--- src/rtl/mdu_sequencer.sv ---
// Multi-cycle MULT/MULTU/DIV/DIVU sequencer: shift-add multiply, restoring divide,
// pipeline stall handshake and a one-cycle HI/LO write strobe.
module mdu_sequencer #(
  parameter int WIDTH      = 32,
  parameter int DIV_CYCLES = 32
) (
  input  logic               clk,
  input  logic               rst,
  input  logic               startE,
  input  logic [1:0]         opE,
  input  logic [WIDTH-1:0]   srcaE,
  input  logic [WIDTH-1:0]   srcbE,
  input  logic               cancelE,
  output logic               stall_mdu,
  output logic               hilo_we,
  output logic [WIDTH-1:0]   hi_o,
  output logic [WIDTH-1:0]   lo_o,
  output logic               busy
);

  localparam int CW = $clog2(WIDTH) + 1;

  typedef enum logic [1:0] {IDLE, MUL, DIV, DONE} state_t;

  state_t           state_q, state_d;
  logic [CW-1:0]    cnt_q, cnt_d;
  logic [WIDTH-1:0] a_q, a_d;        // |multiplicand| or |dividend|
  logic [WIDTH-1:0] b_q, b_d;        // |multiplier|   or |divisor|
  logic [WIDTH-1:0] hw_q, hw_d;      // product high / partial remainder
  logic [WIDTH-1:0] lw_q, lw_d;      // multiplier shifting out / quotient shifting in
  logic [WIDTH-1:0] araw_q, araw_d;  // raw dividend, returned in HI on divide-by-zero
  logic             neg_q, neg_d;
  logic             sign_a_q, sign_a_d;
  logic             div0_q, div0_d;
  logic             is_div_q, is_div_d;
  logic [WIDTH-1:0] hi_q, hi_d;
  logic [WIDTH-1:0] lo_q, lo_d;

  logic             sgn, sa, sb;
  logic [WIDTH-1:0] abs_a, abs_b;
  logic [WIDTH:0]   mul_sum;
  logic [WIDTH:0]   div_shift;
  logic [WIDTH:0]   div_diff;
  logic [2*WIDTH-1:0] prod, prod_s;
  logic [WIDTH-1:0] res_hi, res_lo;

  assign sgn   = ~opE[0];
  assign sa    = sgn & srcaE[WIDTH-1];
  assign sb    = sgn & srcbE[WIDTH-1];
  assign abs_a = sa ? (~srcaE + 1'b1) : srcaE;
  assign abs_b = sb ? (~srcbE + 1'b1) : srcbE;

  assign mul_sum   = {1'b0, hw_q} + {1'b0, a_q & {WIDTH{lw_q[0]}}};
  assign div_shift = {hw_q, lw_q[WIDTH-1]};
  assign div_diff  = div_shift - {1'b0, b_q};

  // Sign fix-up of the unsigned iteration result, valid while in DONE.
  always_comb begin
    prod   = {hw_q, lw_q};
    prod_s = neg_q ? (~prod + 1'b1) : prod;
    res_hi = prod_s[2*WIDTH-1:WIDTH];
    res_lo = prod_s[WIDTH-1:0];
    if (is_div_q) begin
      if (div0_q) begin
        res_hi = araw_q;
        res_lo = '1;
      end else begin
        res_hi = sign_a_q ? (~hw_q + 1'b1) : hw_q;
        res_lo = neg_q    ? (~lw_q + 1'b1) : lw_q;
      end
    end
  end

  // NOTE: every next-state signal gets a default first so no path leaves one unassigned (no latches).
  always_comb begin
    state_d  = state_q;
    cnt_d    = cnt_q;
    a_d      = a_q;
    b_d      = b_q;
    hw_d     = hw_q;
    lw_d     = lw_q;
    araw_d   = araw_q;
    neg_d    = neg_q;
    sign_a_d = sign_a_q;
    div0_d   = div0_q;
    is_div_d = is_div_q;
    hi_d     = hi_q;
    lo_d     = lo_q;

    unique case (state_q)
      IDLE: begin
        if (startE && !cancelE) begin
          a_d      = abs_a;
          b_d      = abs_b;
          hw_d     = '0;
          lw_d     = opE[1] ? abs_a : abs_b;
          araw_d   = srcaE;
          neg_d    = sa ^ sb;
          sign_a_d = sa;
          div0_d   = opE[1] && (srcbE == '0);
          is_div_d = opE[1];
          cnt_d    = '0;
          state_d  = opE[1] ? DIV : MUL;
        end
      end
      MUL: begin
        if (cancelE) begin
          state_d = IDLE;
        end else begin
          hw_d = mul_sum[WIDTH:1];
          lw_d = {mul_sum[0], lw_q[WIDTH-1:1]};
          if (cnt_q == CW'(WIDTH - 1)) state_d = DONE;
          else                         cnt_d   = cnt_q + CW'(1);
        end
      end
      DIV: begin
        if (cancelE) begin
          state_d = IDLE;
        end else begin
          hw_d = div_diff[WIDTH] ? div_shift[WIDTH-1:0] : div_diff[WIDTH-1:0];
          lw_d = {lw_q[WIDTH-2:0], ~div_diff[WIDTH]};
          if (cnt_q == CW'(DIV_CYCLES - 1)) state_d = DONE;
          else                              cnt_d   = cnt_q + CW'(1);
        end
      end
      DONE: begin
        state_d = IDLE;
        if (!cancelE) begin
          hi_d = res_hi;
          lo_d = res_lo;
        end
      end
      default: state_d = IDLE;
    endcase
  end

  // NOTE: sequential state uses non-blocking assignments only.
  always_ff @(posedge clk) begin
    if (rst) begin
      state_q  <= IDLE;
      cnt_q    <= '0;
      a_q      <= '0;
      b_q      <= '0;
      hw_q     <= '0;
      lw_q     <= '0;
      araw_q   <= '0;
      neg_q    <= 1'b0;
      sign_a_q <= 1'b0;
      div0_q   <= 1'b0;
      is_div_q <= 1'b0;
      hi_q     <= '0;
      lo_q     <= '0;
    end else begin
      state_q  <= state_d;
      cnt_q    <= cnt_d;
      a_q      <= a_d;
      b_q      <= b_d;
      hw_q     <= hw_d;
      lw_q     <= lw_d;
      araw_q   <= araw_d;
      neg_q    <= neg_d;
      sign_a_q <= sign_a_d;
      div0_q   <= div0_d;
      is_div_q <= is_div_d;
      hi_q     <= hi_d;
      lo_q     <= lo_d;
    end
  end

  // The result is visible during DONE itself and committed to hi_q/lo_q on its edge.
  assign hilo_we   = (state_q == DONE) && !cancelE;
  assign hi_o      = hilo_we ? res_hi : hi_q;
  assign lo_o      = hilo_we ? res_lo : lo_q;
  assign stall_mdu = startE && !cancelE && (state_q != DONE);
  assign busy      = (state_q != IDLE);

endmodule

--- config.mk ---
export PLATFORM = sky130hd
export DESIGN_NAME = mdu_sequencer
export DESIGN_NICKNAME = d
export VERILOG_FILES = /design/src/rtl/mdu_sequencer.sv
export SDC_FILE = /design/constraint.sdc
export NUM_CORES = 1
export LEC_CHECK = 0
export BUFFER_PORTS_ARGS = -buffer_cell sky130_fd_sc_hd__buf_2
export CAP_MARGIN = 20
export CORE_ASPECT_RATIO = 0.8
export CORE_MARGIN = 1.5
export CORE_UTILIZATION = 56
export CTS_CLUSTER_SIZE = 24
export DETAILED_ROUTE_END_ITERATION = 10
export HOLD_SLACK_MARGIN = 0.15
export PLACE_DENSITY = 0.78
export RECOVER_POWER = 25
export SLEW_MARGIN = 20
export SYNTH_ARGS = -nofsm -noshare
export SYNTH_HDL_FRONTEND = slang
export SYNTH_SLANG_ARGS = --single-unit
--- constraint.sdc ---
create_clock -name clk -period 3.3 [get_ports clk]
set_input_delay 0.165 -clock clk [delete_from_list [all_inputs] [get_ports clk]]
set_output_delay 0.165 -clock clk [all_outputs]
set_load 0.005 [all_outputs]
==> results.txt <==
Status: finished with violations
Failing checks: negative setup slack
Setup Crit Path Kind: reg -> out
EDFF count, synth: 0
Pwr dens: 614 nW/um^2
Vias in the first global route: 17.5k
Clock share of power: 23.8%
Share of layout cells above drive strength 1: 18.1%
Placed Area: 19,000 sq um
ANT nets after route: 0
Maxcap violations: 0
CP startpoint kind: flop
HPWL Detailed: 46,500 um
Via count: 19.0k
Hold Crit Class: in -> reg
Final Skew: 34.2 ps
Routed WL: 64,500 um
Die height: 160 um
Unique cell type count in the Yosys netlist: 76
Drt pass-1 iters: 8
Die Area: 32,000 sq um
Sequential area share after synthesis: 27.2%
Number of synthesis warnings: 0
Logic pwr share: 48.0%
Pre-CTS setup slack: 14.9 ps
Leakage: 8.87 nW
GP Congestion: 0.989
Finished Cell Area: 21,100 sq um
Synth Flop Type: dfxtp_1
Non-filler cells, final: 2,981
Sw power: 0.00558 W
Clock Pin Slew Worst Setup and Hold Paths: 60 ps
WL/cell: 21.6 um
DRC: 0
First-pass GRT wire length: 97,500 um
Internal Power: 0.00738 W
Crit. End Element: output port
Initial Utilization: 56.9%
Fillers: 2,492
Fin Hold WS: 174 ps
CTS sink cnt: 235
Asr flop ratio synth: 0%
Final period util: 113%
Gr ovfl total: 0
FP Rows: 57
Final setup fails: 44
DIE WIDTH: 199 um
Register Area: 4710 sq um
Post-synthesis cell count: 2,332
TritonCTS clock tree: built
Root Driver: clkbuf_16
Worst skew pair latency: 580 ps
Slowest stage delay, CP: 540 ps
Peak supply drop: 0.525 mV
Max FO, Critical Path: 3
CP arrival: 3570 ps
Fin. Hold Viols: 0
I/O pin cnt: 137
Core box area: 30,400 sq um
Largest net degree at the start of global routing: 67
Final setup TNS: -10,880 ps
Avg Inst Size Synth: 7.42 sq um
Top post-synthesis cells by area: dfxtp_1 (27%), a21oi_1 (6.7%), nand2_1 (6.4%), xnor2_1 (5.8%), ha_1 (5.3%)
Number of DRC markers in iteration 0: 2,249
Switching Share: 43.1%
Synth Cell Area: 17,300 sq um
Seq cells post-synth: 235
Placed cells: 2,841
Max-Slew Margin vs Limit: 16.5%
Area grow syn2layout: 22.2%
GRT Util Overall: 38.9%
Initial antenna violation count: 2
Synth Net Count: 2,477
CTS Buf Count: 25
Number of port buffers: 136
Fmax: 268 MHz
Via-to-Cell Ratio: 6.37
Final WS setup: -434 ps
CTS H-tree depth: 1
Crit-path cells: or4_4, or4_4, buf_4, nor3_4, buf_4, nand3_2, o41ai_4, xnor2_1, mux2i_1, o21ai_1, buf_2
Clock Tree Buf Depth: 3
Worst slew pin tran: 1250 ps
Pins Over Slew Limit: 0
Part of the power in registers: 28.2%
Fin crit period: 3730 ps
RSZ-0062 raised after global routing: yes
Critical Path RT: 3130 ps
Multi-input gate area: 12,100 sq um
Layout Nets: 2,694
Area share of the largest cell type after synthesis: 27.2%
Area leader, netlist: dfxtp_1
Worst-path cell with the longest stage delay: or4_4
==> timing repair <==
item                       in CTS  in global routing
setup buffers                  16                 13
hold buffers                   61                  2
setup endpoints to repair      44                 77
resized for setup              57                 59
hold endpoints to repair      100                  2
cloned                          2                  0
pin swaps                      26                 44
==> critical path, delay by kind of cell, from the launching register on <==
kind                      cells  cell delay (ps)
xor gates and xnor gates      1              170
buffers and inverters         3              480
DFF                           1              320
AOI/OAI and AO/OA             2              520
muxes                         1              140
and+or+nand+nor               4             1340
==> routing by layer <==
layer	vias to the layer above	routed length (um)	global-route usage (%)
met5	-	120	0
met4	4	2830	14.3
met3	267	8010	9.29
met2	1265	27100	57.8
met1	8792	26500	54.3
li1	8664	-	-
==> cell usage in the layout, fill, tap and decap left out, drive strengths merged, types with 9 or more instances in the layout <==
cell / netlist / routed
inv: 67 / 68
o31ai: 30 / 30
nand3: 35 / 36
o21bai: 12 / 12
a211oi: 76 / 76
mux2: 12 / 12
a21oi: 233 / 233
nand4: 29 / 29
dlygate4sd3: 0 / 63
nor2b: 13 / 13
or4: 14 / 14
nor4: 16 / 16
xnor2: 114 / 114
or2: 9 / 9
ha: 73 / 73
dfxtp: 235 / 235
nand2: 293 / 293
mux2i: 60 / 60
nand2b: 17 / 17
a21o: 30 / 30
a31oi: 21 / 21
nor2: 210 / 210
o41ai: 15 / 15
buf: 21 / 300
o211ai: 31 / 31
clkbuf: 165 / 45
o21ai: 116 / 116
and3: 12 / 12
and2: 97 / 97
or3: 13 / 13
a22oi: 55 / 55
nor3: 45 / 45
xor2: 77 / 77
==> layout make-up <==
cell class              count  area share, %
diodes                      1         0.0118
clock buffers              34           3.45
clock inverters            11          0.699
inverters                  67           1.19
multi-input cells        1846           57.3
flip-flops and latches    235           22.3
well taps                 413           2.45
repair buffers            374           12.6
==> cell families after synthesis <==
kind of cell / Yosys count / share of synthesized area (%)
DFF: 235 / 27.2
xor gates and xnor gates: 191 / 9.67
buffers and inverters: 253 / 5.69
muxes: 72 / 4.25
adders and majority gates: 75 / 5.51
and+or+nand+nor: 832 / 22.9
AOI/OAI and AO/OA: 674 / 24.8
==> power groups by stage <==
stage	combinational [W]	clock [W]	sequential, W
after detailed placement	0.00515	0	0.00365
final	0.00622	0.00309	0.00366
after global routing	0.00659	0.00321	0.00369
after global placement	0.00506	0	0.00364
after floorplan	0.00345	0	0.00349
after CTS	0.00573	0.00309	0.00360
==> cells in the mapped netlist (5+ instances only) <==
master / n
o221ai_1: 5
or3_1: 13
xor2_1: 77
a21o_1: 30
o21ai_0: 106
ha_1: 73
o31ai_1: 27
a211o_1: 5
buf_2: 8
and2_1: 97
or4_1: 12
buf_1: 10
a31oi_1: 21
mux2i_1: 60
a21oi_1: 233
nand2_1: 293
mux2_2: 12
o211ai_1: 30
nor3_1: 44
or2_2: 9
xnor2_1: 114
a22oi_1: 55
and3_1: 12
nor2_1: 210
nand2b_1: 17
nand3_1: 34
inv_1: 67
o21bai_1: 12
nor4_1: 15
nand4b_1: 8
a211oi_1: 76
o21a_1: 8
nor2b_1: 13
dfxtp_1: 235
clkbuf_1: 164
nor3b_1: 6
o41ai_1: 12
nand4_1: 29
o21ai_1: 10
==> registers in the layout (all words and copies together), names as in the netlist <==
name / flops
a_q: 32
araw_q: 31
b_q: 32
cnt_q: 6
div0_q: 1
hi_q: 32
hw_q: 32
is_div_q: 1
lo_q: 32
lw_q: 32
neg_q: 1
sign_a_q: 1
state_q: 2
==> per-stage QoR <==
stage          utilization (%)  power, W
3_3_place_gp              62.4   0.00871
2_1_floorplan                -   0.00694
3_5_place_dp              62.4   0.00880
5_1_grt                   69.6    0.0135
4_1_cts                   68.4    0.0124
6_report                  69.6    0.0130
==> final timing paths <==
kind                            cells after the start             startpoint                    to  slack, ps
worst max-delay path                               11  lw_q[11]$_SDFFE_PP0P_              hi_o[20]       -430
worst min-delay path                                4              srcbE[10]  b_q[10]$_SDFFE_PP0P_        170
worst max register to register                     17  lw_q[11]$_SDFFE_PP0P_  hi_q[0]$_SDFFE_PP0P_       -100
worst min register to register                      2   a_q[31]$_SDFFE_PP0P_  a_q[31]$_SDFFE_PP0P_        450
(Power assumes the default switching activity.)
